**config.mk**
```make
export PLATFORM = sky130hd
export DESIGN_NAME = icache
export DESIGN_NICKNAME = d
export VERILOG_FILES = /design/src/rtl/icache.sv
export SDC_FILE = /design/constraint.sdc
export NUM_CORES = 2
export LEC_CHECK = 0
export CAP_MARGIN = 20
export CORE_MARGIN = 4
export CORE_UTILIZATION = 40
export CTS_BUF_LIST = sky130_fd_sc_hd__clkbuf_4 sky130_fd_sc_hd__clkbuf_8
export DETAILED_ROUTE_END_ITERATION = 12
export HOLD_SLACK_MARGIN = 0.03
export MAX_ROUTING_LAYER = met4
export PLACE_DENSITY = 0.59
export SKIP_CTS_REPAIR_TIMING = 1
export SLEW_MARGIN = 15
export SYNTH_ARGS = -nofsm -noshare
export SYNTH_HDL_FRONTEND = slang
export SYNTH_SLANG_ARGS = --single-unit
```
**constraint.sdc**
```tcl
create_clock -name clk -period 6.03 [get_ports clk]
set_input_delay 1.206 -clock clk [delete_from_list [all_inputs] [get_ports clk]]
set_output_delay 1.206 -clock clk [all_outputs]
set_load 0.005 [all_outputs]
```
**src/rtl/icache.sv**
```systemverilog
// icache: direct-mapped instruction cache with one-word lines and a single
// outstanding miss to the memory controller.
module icache #(
    parameter int IDX_W = 6
) (
    input  logic        clk,
    input  logic        rst_n,
    input  logic        rdy,
    input  logic        fetch_valid,
    input  logic [31:0] fetch_pc,
    input  logic        clear,
    output logic        out_valid,
    output logic [31:0] out_inst,
    output logic        inst_miss,
    output logic [31:0] pc,
    input  logic        inst_rdy,
    input  logic [31:0] inst_in
);
    localparam int LINES = 1 << IDX_W;
    localparam int TAG_W = 30 - IDX_W;

    typedef enum logic {IDLE, MISS} state_t;

    state_t state, next_state;
    logic [LINES-1:0] valid;
    logic [TAG_W-1:0] tags [LINES];
    logic [31:0]      data [LINES];

    logic [IDX_W-1:0] idx, pc_idx;
    logic [TAG_W-1:0] tag, pc_tag;
    logic hit, hit_req, miss_req, fill, deliver;

    assign idx    = fetch_pc[IDX_W+1:2];
    assign tag    = fetch_pc[31:IDX_W+2];
    assign pc_idx = pc[IDX_W+1:2];
    assign pc_tag = pc[31:IDX_W+2];
    assign hit    = valid[idx] && (tags[idx] == tag);

    // Dropping inst_miss on the completion cycle keeps the controller from restarting.
    assign inst_miss = (state == MISS) && !inst_rdy;

    always_comb begin
        fill       = (state == MISS) && inst_rdy;
        hit_req    = (state == IDLE) && fetch_valid && !clear && hit;
        miss_req   = (state == IDLE) && fetch_valid && !clear && !hit;
        deliver    = hit_req || (fill && !clear);
        next_state = (clear || fill) ? IDLE : miss_req ? MISS : state;
    end

    always_ff @(posedge clk) begin
        if (!rst_n)
            state <= IDLE;
        else if (rdy)
            state <= next_state;
    end

    always_ff @(posedge clk) begin
        if (!rst_n) begin
            out_valid <= 1'b0;
            out_inst  <= '0;
            pc        <= '0;
            valid     <= '0;
        end else begin
            out_valid <= rdy && deliver;
            if (rdy) begin
                if (hit_req)
                    out_inst <= data[idx];
                else if (fill && !clear)
                    out_inst <= inst_in;
                if (miss_req)
                    pc <= fetch_pc & ~32'd3;
                if (fill)
                    valid[pc_idx] <= 1'b1;
            end
        end
    end

    // A fill still lands when clear arrives with inst_rdy; only the delivery is cancelled.
    always_ff @(posedge clk) begin
        if (rst_n && rdy && fill) begin
            tags[pc_idx] <= pc_tag;
            data[pc_idx] <= inst_in;
        end
    end
endmodule

```
==> After elaboration in Yosys (flattened, before gate mapping) <==
Memory sizes are Yosys's and may differ from the RTL's.
Cells that the tools add are included.
{ "word_totals": {"register_bits": 128, "mem_count": 2, "romBits": 0, "out_inout_bits": 66, "mem_bits_rw": 3584, "in_bits": 70, "latchBits": 0, "elab_cells": 46} }
{ "mem_list": {"columns": ["memory", "words", "word_bits", "rd", "rd_ports_with_merged_regs", "write_ports", "line_no", "text"], "rows": [
  ["data", 64, 32, 1, 0, 1, "27", "logic [31:0] data [LINES];"],
  ["tags", 64, 24, 1, 0, 1, "26", "logic [TAG_W-1:0] tags [LINES];"]
]} }
{ "classes": {"multipliers": 0, "n_div": 0, "n_reduce_logical": 23, "order_cmp": 3, "muxes": 10, "eq_ne": 1, "n_bitwise": 2, "add_sub_neg": 0, "shifts": 0} }
{ "ops": {"columns": ["cell", "count"], "rows": [
  ["32-bit two-way mux", 2],
  ["64-bit OR", 1],
  ["24-bit equality test", 1],
  ["6-bit by 7-bit < comparator with 1-bit output (second input constant)", 2],
  ["1-bit logical AND", 12],
  ["2-bit AND reduction", 4],
  ["1-bit binary-select mux with 6-bit select", 1],
  ["1-bit demux with 6-bit select", 1],
  ["6-bit by 1-bit >= comparator with 1-bit output (second input constant)", 1],
  ["1-bit two-way mux", 6],
  ["2-bit nonzero test", 2],
  ["1-bit zero test", 3],
  ["1-bit logical OR", 2],
  ["1-bit inverter", 1]
]} }

==> Logic depth before layout (Yosys ltp) <==
{ "depth": {"word_depth": 7, "ltp_mapped": 18, "mapped_depth_nobuf": 10} }

==> Worst setup path before layout <==
Ideal clock, no wire load.
{ "synth_path": {"kind": "input to register", "from": "input port inst_rdy", "to": "memory data[31][0], enable pin", "path_buffers": 0, "required_ps": 5558, "setup_time_ps": 472, "slack_ps": 1240, "arrival_ps": 4318, "cell_stages": 5, "path_cell_list": "and2_1 > nand3_1 > nor2_1 > nand3_1 > nor2_1"} }
{ "synth_via": {"elab_chain_cells": 4} }
{ "synth_rtl": {"columns": ["element", "line_no", "text"], "rows": [
  ["from (decl)", "16", "input logic inst_rdy,"],
  ["1-bit logical AND", "43", "fill = (state == MISS) && inst_rdy;"],
  ["1-bit logical AND", "80", "if (rst_n && rdy && fill) begin"],
  ["1-bit two-way mux", "80", null],
  ["1-bit two-way mux (not written as such)", "82", "data[pc_idx] <= inst_in;"],
  ["to (decl)", "27", null]
]} }
Every way passes these cells.

==> Final worst setup path <==
{ "layout_path": {"from": "input port fetch_pc[2]", "to": "register out_inst[16]"} }
{ "layout_via": {"elab_chain_cells": 6, "elab_cells_between_ends": 10, "classes_between": "1 x eq/ne; 3 x mux; 4 x reduce/logical; 2 x memory"} }
{ "layout_rtl": {"columns": ["element", "line_no", "text"], "rows": [
  ["from (decl)", "10", "input logic [31:0] fetch_pc,"],
  ["memory read 64 x 24 bit or 1-bit binary-select mux with 6-bit select (tied branches)", null, null],
  ["24-bit equality test or 1-bit two-way mux (tied branches)", "37", "assign hit = valid[idx] && (tags[idx] == tag);"],
  ["1-bit logical AND", "37", null],
  ["1-bit logical AND", "44", "hit_req = (state == IDLE) && fetch_valid && !clear && hit;"],
  ["2-bit nonzero test (no line)", null, null],
  ["2-bit AND reduction (no line)", null, null],
  ["to (signal assigned)", "67", "out_inst <= data[idx];"],
  ["to (signal assigned)", "69", "out_inst <= inst_in;"],
  ["to (decl)", "13", "output logic [31:0] out_inst,"]
]} }
Several ways; a longest one is shown, not always the timed one. The select of a mux whose other input is x is not followed.
A chain may end at the register's enable or synchronous reset.

==> summary.txt <==
Outcome
  – Outcome: complete, no violations

Die
  – Die Footprint: 0.366 mm^2
  – Chip height: 605 um
  – Row count: 219
  – I/O pin cnt: 136
  – Effective utilization at floorplan: 0.401
  – Core region area: 0.355 mm^2
  – Chip Width: 605 um

CTS
  – Clk slew on worst S/H paths: 60 ps
  – Clk buf depth: 4
  – TritonCTS clock tree: done
  – Clk_lat worst skew: 1060 ps
  – CTS Root Buffer Type: clkbuf_8
  – H-tree Lvls: 6
  – CTS sink cnt: 3,712
  – TritonCTS Buffers: 590

Drt
  – Via count: 73,300
  – Final wirelength: 430 mm
  – Vias per inst: 5.97
  – DR DRC count: 0
  – Avg WL per Cell: 35.0 um
  – Routed Antenna Nets: 0
  – Number of DRC markers in iteration 0: 9,574
  – Pre-antenna DRT Iters: 5

Timing
  – WHS: 449 ps
  – Fin crit share: 0.758
  – Worst Tran Pin Value: 1220 ps
  – Pins over their slew limit: 0
  – Setup Skew: 53.3 ps
  – Max-slew headroom: 0.185
  – RSZ-0062 raised after global routing: no
  – Max Fclk: 219 MHz
  – Min cycle time layout: 4570 ps
  – Setup violators final: 0
  – Hold Vio Cnt, Final: 0
  – Setup_tns: 0 ps

Finish
  – FF/Latch Area: 0.110 mm^2
  – Fin util: 0.461
  – Area Growth Syn to Fin: 14.9%
  – # nets final: 7,128
  – Fillers: 29,400
  – Layout cells sized above 1: 0.321
  – Area of the multi-input gates: 0.0309 mm^2

Logic synthesis
  – Yosys synthesis warning count: 0
  – Mapped Cells: 6,336
  – Register area share after synthesis: 0.772
  – Top post-synthesis cells by area: edfxtp_1, mux4_2, mux2i_1, dfxtp_1, a22oi_1
  – Cell taking the most area after synthesis: edfxtp_1
  – Syn avg cell area: 22.5 um^2
  – Number of flops mapped to enable cells by yosys: 3,584
  – Post-Syn Area: 0.143 mm^2
  – Top FF cell, synth: edfxtp_1
  – Cell variety after synth: 88
  – Synth top area share: 0.754
  – Yosys reg bits: 3,712
  – Ys async rst share: 0

Power and ir drop
  – Peak VDD IR: 196 uV
  – Pwr dens: 314 mW/mm^2
  – Leakage power: 50.3 nW

Worst setup path
  – Critical Path Fanout Max: 41
  – Worst EP required: 6980 ps
  – WP data arrival: 5520 ps
  – Element type at the critical path start: primary input
  – Worst setup EP type: flip-flop
  – Critical setup path kind: in -> reg

Placed design
  – GPL Wtd Cong: 0.815
  – Port bufs: 131
  – Post-DP HPWL: 230 mm

Global routing
  – Gr ovfl total: 0
  – Gr usage total: 0.238
  – Vias in the first global route: 73,400
  – First-pass GRT wire length: 591 mm
  – Largest net degree at the start of global routing: 151
  – Initial antenna violation count: 20

Worst hold path
  – Worst hold-check path type: reg -> reg

Run
  – Max_cap viols: 0
==> synth_stat cells, types with 35 or more instances <==
cell      instances
o21ai_0          38
buf_2           118
edfxtp_1       3584
dfxtp_1         128
nand2_1         148
clkbuf_1        119
mux2_2           36
nand3_1          44
nor2b_1          37
a22oi_1         105
mux2i_1         284
a21o_1           65
nor2_1          135
buf_4            36
o22ai_1          35
a21oi_1          87
mux4_2          927
==> metrics by stage <==
step                      instances  instance area [um^2]  total power, W  setup WS [ps]
final                         12300                164000          0.0515           1460
after global routing          12300                164000          0.0532           1260
after CTS                     12200                164000          0.0519           1510
after detailed placement      11200                152000          0.0311            464
after global placement        11200                152000          0.0311            514
after floorplan                6337                143000          0.0301           1240
==> cells by family (layout without fill, tap and decap cells) <==
family,Yosys count,count (layout),share of synthesized area
compound gates,504,504,0.0255
xor+xnor,11,11,0.000675
buf+inv,363,1532,0.0144
flops,3712,3712,0.772
mux,1254,1254,0.170
other cells,1,15,0.0000263
simple gates,491,491,0.0167
==> area by class of cell <==
| cell class | instances | share of cell area |
|---|---|---|
| Timing Repair Buffer | 482 | 0.0326 |
| Multi-Input combinational cell | 2262 | 0.189 |
| Clock buffer | 845 | 0.0627 |
| Sequential cell | 3712 | 0.672 |
| Tap cell | 4751 | 0.0363 |
| Antenna cell | 13 | 0.000198 |
| Clock inverter | 195 | 0.00678 |
| Inverter | 10 | 0.000237 |
==> registers in the layout (all words and copies together) (netlist names) <==
name       cells
pc            30
data        2048
out_inst      32
out_valid      1
valid         64
tags        1536
state          1
==> final timing paths <==
kind / from / endpoint / slack (ps) / depth (start not counted)
setup / recovery: fetch_pc[2] / out_inst[16]$_SDFFE_PN0P_ / 1460 / 14
hold / removal: valid[12]$_SDFFE_PN0P_ / valid[12]$_SDFFE_PN0P_ / 450 / 1
setup reg to reg: tags[37][19]$_DFFE_PP_ / out_inst[16]$_SDFFE_PN0P_ / 2000 / 11
hold reg to reg: valid[12]$_SDFFE_PN0P_ / valid[12]$_SDFFE_PN0P_ / 450 / 1
==> where the power goes <==
group / switching, W / leakage (nW) / internal [W]
Combinational: 0.00139 / 12.6 / 0.000936
Sequential: 0.0000380 / 31.7 / 0.0282
Clock: 0.00970 / 6.04 / 0.0112
Total: 0.0111 / 50.3 / 0.0404
==> layer usage <==
metal / up-vias / GRT usage / routed length (um)
met5: - / - / 0
met4: 0 / 0.0808 / 16100
met3: 855 / 0.0395 / 36900
met2: 3876 / 0.374 / 208000
met1: 40000 / 0.317 / 169000
li1: 28500 / - / -
==> worst max-delay path: stages <==
cell      delay, ps
buf_16          270
buf_12          240
buf_12          280
nor2_1          110
buf_4           170
a22o_1          270
a221oi_1        340
a211oi_2        140
xnor2_1         190
a221o_1         520
nor4_2          420
and4_4          500
nand2_1         390
a21oi_1         260
==> layout by cell type, fill, tap and decap left out, types with 41 or more instances in the layout <==
cell type / n
clkbuf_8: 628
dfxtp_1: 104
nand3_1: 44
buf_4: 237
buf_12: 115
a21oi_1: 87
mux2i_1: 284
mux4_2: 927
clkinv_2: 41
nand2_1: 147
clkbuf_4: 217
a21o_1: 65
nor2_4: 64
edfxtp_1: 3584
clkinv_1: 121
clkdlybuf4s50_1: 92
nor2_1: 70
a22oi_1: 105
Note: power is estimated with default switching activity, not from simulation.
